### config.mk
export PLATFORM = sky130hd
export DESIGN_NAME = pattern_serializer
export DESIGN_NICKNAME = d
export VERILOG_FILES = /design/src/rtl/pattern_serializer.sv
export SDC_FILE = /design/constraint.sdc
export NUM_CORES = 1
export LEC_CHECK = 0
export ABC_AREA = 1
export BUFFER_PORTS_ARGS = -buffer_cell sky130_fd_sc_hd__buf_2
export CAP_MARGIN = 20
export CORE_MARGIN = 2
export CORE_UTILIZATION = 59
export CTS_CLUSTER_DIAMETER = 50
export DETAILED_ROUTE_END_ITERATION = 6
export PLACE_DENSITY = 0.78
export SYNTH_ARGS = -nofsm -noshare
export SYNTH_HDL_FRONTEND = slang
export SYNTH_SLANG_ARGS = --single-unit
export TNS_END_PERCENT = 10
### constraint.sdc
create_clock -name CLK -period 3.3 [get_ports CLK]
set_input_delay 0.66 -clock CLK [delete_from_list [all_inputs] [get_ports CLK]]
set_output_delay 0.66 -clock CLK [all_outputs]
set_load 0.005 [all_outputs]
### src/rtl/pattern_serializer.sv
`default_nettype none
// +----------------------------------------------------------------------+
// | pattern_serializer                                                   |
// | Paced MSB-first serializer with start/abort handshake and done pulse.|
// | Revision: 1.0                                                        |
// +----------------------------------------------------------------------+
module pattern_serializer #(
   parameter int WIDTH = 8,
   parameter int DIV   = 25000000,
   parameter int LEN_W = 4
) (
   input  logic             CLK,
   input  logic             RESET_N,
   input  logic             START,
   input  logic [WIDTH-1:0] PATTERN,
   input  logic [LEN_W-1:0] LEN,
   input  logic             ABORT,
   output logic             SER_OUT,
   output logic             BIT_STROBE,
   output logic             BUSY,
   output logic             DONE
);

   localparam int DIV_W = (DIV > 1) ? $clog2(DIV) : 1;
   localparam logic [DIV_W-1:0] C_DIV_RELOAD = DIV_W'(DIV - 1);
   localparam logic [DIV_W-1:0] C_DIV_ONE    = DIV_W'(1);
   localparam logic [LEN_W-1:0] C_LEN_MAX    = LEN_W'(WIDTH);
   localparam logic [LEN_W-1:0] C_LEN_ONE    = LEN_W'(1);

   typedef enum logic [1:0] {
      S_IDLE  = 2'd0,
      S_SHIFT = 2'd1,
      S_DONE  = 2'd2
   } state_t;

   state_t             state_q,  state_d;
   logic [WIDTH-1:0]   shreg_q,  shreg_d;
   logic [LEN_W-1:0]   bitcnt_q, bitcnt_d;
   logic [DIV_W-1:0]   divcnt_q, divcnt_d;
   logic               strobe_q, strobe_d;
   logic               busy_q,   busy_d;
   logic               done_q,   done_d;
   logic               w_start_ok;

   // The shift register is cleared on every exit from SHIFT, so its MSB
   // doubles as the registered serial output and idles at 0.
   assign SER_OUT    = shreg_q[WIDTH-1];
   assign BIT_STROBE = strobe_q;
   assign BUSY       = busy_q;
   assign DONE       = done_q;

   assign w_start_ok = START && !ABORT && (LEN != '0) && (LEN <= C_LEN_MAX);

   always_comb begin
      state_d  = state_q;
      shreg_d  = shreg_q;
      bitcnt_d = bitcnt_q;
      divcnt_d = divcnt_q;
      strobe_d = 1'b0;
      busy_d   = busy_q;
      done_d   = 1'b0;

      unique case (state_q)
         S_IDLE: begin
            if (w_start_ok) begin
               state_d  = S_SHIFT;
               shreg_d  = PATTERN;
               bitcnt_d = LEN;
               divcnt_d = C_DIV_RELOAD;
               strobe_d = 1'b1;
               busy_d   = 1'b1;
            end
         end
         S_SHIFT: begin
            if (ABORT) begin
               state_d  = S_IDLE;
               shreg_d  = '0;
               bitcnt_d = '0;
               divcnt_d = '0;
               busy_d   = 1'b0;
            end else if (divcnt_q == '0) begin
               if (bitcnt_q > C_LEN_ONE) begin
                  shreg_d  = {shreg_q[WIDTH-2:0], 1'b0};
                  bitcnt_d = bitcnt_q - C_LEN_ONE;
                  divcnt_d = C_DIV_RELOAD;
                  strobe_d = 1'b1;
               end else begin
                  state_d  = S_DONE;
                  shreg_d  = '0;
                  bitcnt_d = '0;
                  divcnt_d = '0;
                  busy_d   = 1'b0;
                  done_d   = 1'b1;
               end
            end else begin
               divcnt_d = divcnt_q - C_DIV_ONE;
            end
         end
         S_DONE: begin
            state_d = S_IDLE;
         end
         default: begin
            state_d  = S_IDLE;
            shreg_d  = '0;
            bitcnt_d = '0;
            divcnt_d = '0;
            busy_d   = 1'b0;
         end
      endcase
   end

   always_ff @(posedge CLK or negedge RESET_N) begin
      if (!RESET_N) begin
         state_q  <= S_IDLE;
         shreg_q  <= '0;
         bitcnt_q <= '0;
         divcnt_q <= '0;
         strobe_q <= 1'b0;
         busy_q   <= 1'b0;
         done_q   <= 1'b0;
      end else begin
         state_q  <= state_d;
         shreg_q  <= shreg_d;
         bitcnt_q <= bitcnt_d;
         divcnt_q <= divcnt_d;
         strobe_q <= strobe_d;
         busy_q   <= busy_d;
         done_q   <= done_d;
      end
   end

endmodule
`default_nettype wire
==> Word level (Yosys, flattened, before mapping) <==
Cells that the tools add are included.
{ "totals": {"mem_bits_ro": 0, "regBits": 42, "ram_bits": 0, "memories": 0, "word_cells": 62, "output_inout_bits": 4, "latch_bits": 0} }
{ "op_classes": {"addsub": 2, "eq_ne": 5, "shifts": 0, "div_mod_pow": 0, "magnitude_cmp": 2, "n_mux": 34, "reduce_logical": 11, "mul": 0, "n_bitwise": 1} }
{ "op_table": {"columns": ["op", "count"], "rows": [
  ["$mux 25", 4],
  ["$pmux 25 s3", 1],
  ["$mux 8", 4],
  ["$logic_not 25->1", 1],
  ["$sub 25x1->25 const B", 1],
  ["$pmux 8 s3", 1],
  ["$mux 4", 4],
  ["$mux 1", 12],
  ["$pmux 4 s3", 1],
  ["$mux 2", 4],
  ["$ne 3x3->1 const B", 2],
  ["$reduce_and 3->1", 2],
  ["$gt 4x1->1 const B", 1],
  ["$le 4x4->1 const B", 1],
  ["$pmux 2 s2", 1],
  ["$reduce_and 4->1", 1],
  ["$reduce_bool 4->1", 1],
  ["$sub 4x1->4 const B", 1],
  ["$logic_and 1x1->1", 3],
  ["$pmux 1 s3", 1],
  ["$eq 2x1->1 const B", 1],
  ["$eq 2x2->1 const B", 1],
  ["$logic_not 2->1", 1],
  ["$ne 2x2->1 const B", 1],
  ["other kinds (4)", 4]
]} }

==> Logic depth before layout (Yosys ltp) <==
{ "depth": {"word_depth": 6, "depth_mapped": 10} }

==> Worst setup path after synthesis <==
No wires, ideal clock.
{ "synth_path": {"path_type": "input port to flip-flop", "startpoint": "input port LEN[1]", "endpoint": "register divcnt_q[15]", "setup_ps": 127, "t_arrival_ps": 1446, "required_time_ps": 3173, "setup_slack_ps": 1727, "path_stages": 9, "path_cell_list": "nor2_1 nand2_1 nand2_1 nand3_1 nand2_1 buf_4 inv_1 nand2_1 o21ai_0"} }
{ "synth_via": {"elab_chain_len": 5, "word_cells_on_any_way": 6, "cone_classes": "order compare: 1; eq/ne: 1; reduce/logical: 4"} }
{ "synth_lines": {"columns": ["element", "line", "rtl"], "rows": [
  ["start: declaration", "16", "input logic [LEN_W-1:0] LEN,"],
  ["parallel branches: the longest is 2 deep, another holds $le 4x4->1", null, null],
  ["$logic_and 1x1->1 (*)", "52", "assign w_start_ok = START && !ABORT && (LEN != '0) && (LEN <= C_LEN_MAX);"],
  ["$ne 2x2->1 (no line) (*)", null, null],
  ["$reduce_and 2->1 (no line) (*)", null, null],
  ["end signal: assignment", "125", "divcnt_q <= divcnt_d;"],
  ["end: declaration", "39", "logic [DIV_W-1:0] divcnt_q, divcnt_d;"]
]} }
Mark *: on every way between the ends.
A chain may end at the register's enable or synchronous reset.

==> Worst setup path in the final report <==
{ "layout_path": {"startpoint": "register divcnt_q[0]", "endpoint": "register divcnt_q[12]"} }
{ "layout_via": {"elab_chain_len": 4, "word_cells_on_any_way": 5, "cone_classes": "add/sub: 1; mux: 3; reduce/logical: 1"} }
{ "layout_lines": {"columns": ["element", "line", "rtl"], "rows": [
  ["$sub 25x1->25 / $logic_not 25->1 (equally long branches)", "96, 81", null],
  ["$mux 25 (*)", "81", "end else if (divcnt_q == '0) begin"],
  ["$mux 25 (*)", "75", "if (ABORT) begin"],
  ["$pmux 25 s3 (*)", "63", "unique case (state_q)"]
]} }
Mark *: on every way between the ends. The rest lies on a longest branch, timed or not.

==> run_results.csv <==
group,metric,value,unit
status,run_status,"completed",
detailed_routing,drtIter0Drc,175,
yosys,syn_inst,390,
worst_setup_path,max_stage_delay,0.67,ns
worst_setup_path,worstPathRequired,3.48,ns
yosys,ys.flop_type,"dfrtp_1",
detailed_routing,drt-total-wl,5.75,mm
detailed_routing,vias_per_cell,5.41,
detailed_routing,first_pass_iters,5,
worst_setup_path,endpoint_kind,"flip-flop",
floorplan,initial_core_util,61.4,%
clock_tree,holdBufCountCts,0,
grt,grt_first_pass_wirelength,10.1,mm
worst_setup_path,crit_family,"simple AND/OR/NAND/NOR gates",
yosys,synth_area,2690,sq um
clock_tree,post_cts_buffers,0,
clock_tree,clock_latency,0.29,ns
placed_design,post-dp-hpwl,4.04,mm
floorplan,die_w,71.6,um
yosys,yosys.area.top_type,"dfrtp_1",
timing,maxSlewHeadroom,38.4,%
placed_design,numPortBuffers,19,
clock_tree,cts.clk_slew.worst_paths,0.08,ns
layout,fin_nets,425,
yosys,synth_top_area_share,39.0,%
worst_setup_path,path_buf_inv,1,
floorplan,pin_count,20,
timing,tightest_slew,0.924,ns
clock_tree,clockBufferDepth,2,
clock_tree,clockRootBuffer,"clkbuf_8",
timing,setup_viol,0,
worst_setup_path,startpoint_type,"flip-flop",
clock_tree,numCtsBuffers,5,
worst_setup_path,critPathMostFrequentCell,"nand2_1",
worst_setup_path,crit_start,"divcnt_q[0]$_DFFE_PN0P_",
detailed_routing,ant_nets,0,
timing,hold_violations,0,
yosys,synthTopCellsByCount,"nand2_1, nand3_1, nor2_1, dfrtp_1, inv_1",
timing,setup-tns-final,0,ns
yosys,synth.most_common_cell,"nand2_1",
detailed_routing,drc,0,
power,p_per_area,864,nW/um^2
floorplan,die_height,71.6,um
yosys,synth_edf_count,0,
timing,layout_min_cycle_time,2.18,ns
grt,grt.overflow.total,0,
worst_setup_path,cp-endpoint,"divcnt_q[12]$_DFFE_PN0P_",
worst_setup_path,rr_startpoint,"divcnt_q[0]$_DFFE_PN0P_",
grt,track_usage,24.4,%
worst_hold_path,hp-class,"reg -> reg",
yosys,synth_warnings,0,
timing,rsz0062_at_grt,"no",
worst_setup_path,worstPathArrival,2.36,ns
power,power.leakage,1.57,nW
detailed_routing,vias,2466,
floorplan,die-area,5120,sq um
placed_design,place_congestion,0.841,
worst_setup_path,rrSetupSlack,1.12,ns
grt,grt_pass1_vias,2286,
timing,fin_skew,0.00709,ns
layout,layout-drive-gt1-share,9.90,%
layout,syn_to_final_growth,6.32,%
detailed_routing,wl_per_cell,12.6,um
timing,finalCritPeriodShare,65.9,%
yosys,synth_cell_types,28,
worst_setup_path,path_depth,9,
clock_tree,post_cts_resized,0,
floorplan,core,4380,sq um
yosys,synth_fp_nets,410,
yosys,avgSynthCellArea,6.90,sq um
timing,max_freq,460,MHz
layout,diodes,0,
worst_setup_path,crit_type,"reg -> reg",
grt,antenna_found_initial,0,
worst_setup_path,crit_path_top_delay_cell,"nor2_1",
run,cap_violations,0,
worst_setup_path,path_cells,"inv_1 > ha_1 > nand2_1 > nor2_1 > nand2_1 > nand2_1 > nand2_1 > o21ai_0 > nand2_1",
worst_setup_path,crit_fanout,12,
grt,grt_start_max_net_pins,43,
yosys,async_flop_share,100,%
clock_tree,h-tree-depth,2,
floorplan,rows,24,
worst_setup_path,reg2reg_depth,9,
yosys,ys_top_cells_by_area,"dfrtp_1, nand2_1, nand3_1, nor2_1, inv_1",
worst_setup_path,r2r_end,"divcnt_q[12]$_DFFE_PN0P_",
yosys,ys_seq_area_share,39.0,%
clock_tree,cts_tree,"built",
timing,slew_violations,0,
power,p_total,2.47,mW
clock_tree,clock_sinks,42,
yosys,ys_ff_latch,42,
power,ir_drop,0.000561,V
-- metrics by stage --
| stage | util, % | area (sq um) | setup slack (ns) | std cells | hold slack [ns] |
|---|---|---|---|---|---|
| after floorplan | - | 2690 | 1.73 | 390 | 0.364 |
| after global placement | 63.4 | 2780 | 1.10 | 450 | 0.454 |
| after detailed placement | 63.4 | 2780 | 1.03 | 450 | 0.458 |
| after CTS | 65.3 | 2860 | 1.14 | 456 | 0.477 |
| after global routing | 65.3 | 2860 | 0.891 | 456 | 0.500 |
| final | 65.3 | 2860 | 1.12 | 456 | 0.472 |
-- cell type report --
cell class	count	area, sq um
clock buffer	6	82.6
fill	373	1520
inverter	36	135
multi-input combinational	301	1430
sequential	42	1050
tap	52	65.1
timing repair buffer	19	95.1
-- sequential cells by signal, summed over array words and instances (netlist names) --
| register | flops |
|---|---|
| divcnt_q | 25 |
| shreg_q | 8 |
| bitcnt_q | 4 |
| state_q | 2 |
| BIT_STROBE | 1 |
| BUSY | 1 |
| DONE | 1 |
-- placed cells by master, fill, tap and decap left out, drive strengths merged --
master and instances:
clkbuf 6, o21ai 23, nand4 6, dfrtp 42, o21bai 1, nand3b 1
buf 19, ha 4, a21oi 6, o22ai 2, inv 36, nor4 2
xnor2 2, xor2 6, nand2 143, nand3 51, nor2 54
-- worst min-delay path: cells and delay by family (launching register included) --
kind | cells | cell delay, ns
flip-flops | 1 | 0.34
AND/OR/NAND/NOR | 2 | 0.10
-- worst min-delay path by stage --
stage                                       from                endpoint  slack [ns]  depth (start not counted)
after detailed placement        BUSY$_DFFE_PN0P_        BUSY$_DFFE_PN0P_        0.46                          2
after CTS                 shreg_q[7]$_DFFE_PN0P_  shreg_q[7]$_DFFE_PN0P_        0.48                          2
after global routing            BUSY$_DFFE_PN0P_        BUSY$_DFFE_PN0P_        0.50                          2
final                     shreg_q[7]$_DFFE_PN0P_  shreg_q[7]$_DFFE_PN0P_        0.47                          2
after global placement    shreg_q[1]$_DFFE_PN0P_  shreg_q[1]$_DFFE_PN0P_        0.45                          2
after floorplan                          RESET_N    BIT_STROBE$_DFF_PN0_        0.36                          0
-- cell families (layout without fill, tap and decap cells) --
logic type / count (synthesis) / in the layout / share of synthesized area [%]
adders and majority gates: 4 / 4 / 1.86
xor gates and xnor gates: 8 / 8 / 2.60
DFF: 42 / 42 / 39.0
AOI/OAI and AO/OA: 32 / 32 / 6.27
buffers and inverters: 47 / 61 / 7.71
and+or+nand+nor: 257 / 257 / 42.5
-- metal layers --
metal / track usage [%] / vias to the layer above / wire length, um
li1: - / 1271 / -
met4: 6.29 / 0 / 63
met5: 0 / - / 0
met2: 40.7 / 52 / 2720
met3: 4.64 / 9 / 249
met1: 32.9 / 1134 / 2720
-- power by group --
group	switching, mW	internal (mW)	total [mW]
Clock	0.168	0.162	0.330
Sequential	0.196	0.714	0.910
Combinational	0.813	0.420	1.23
Total	1.18	1.30	2.47
Note: power is estimated with default switching activity, not from simulation.
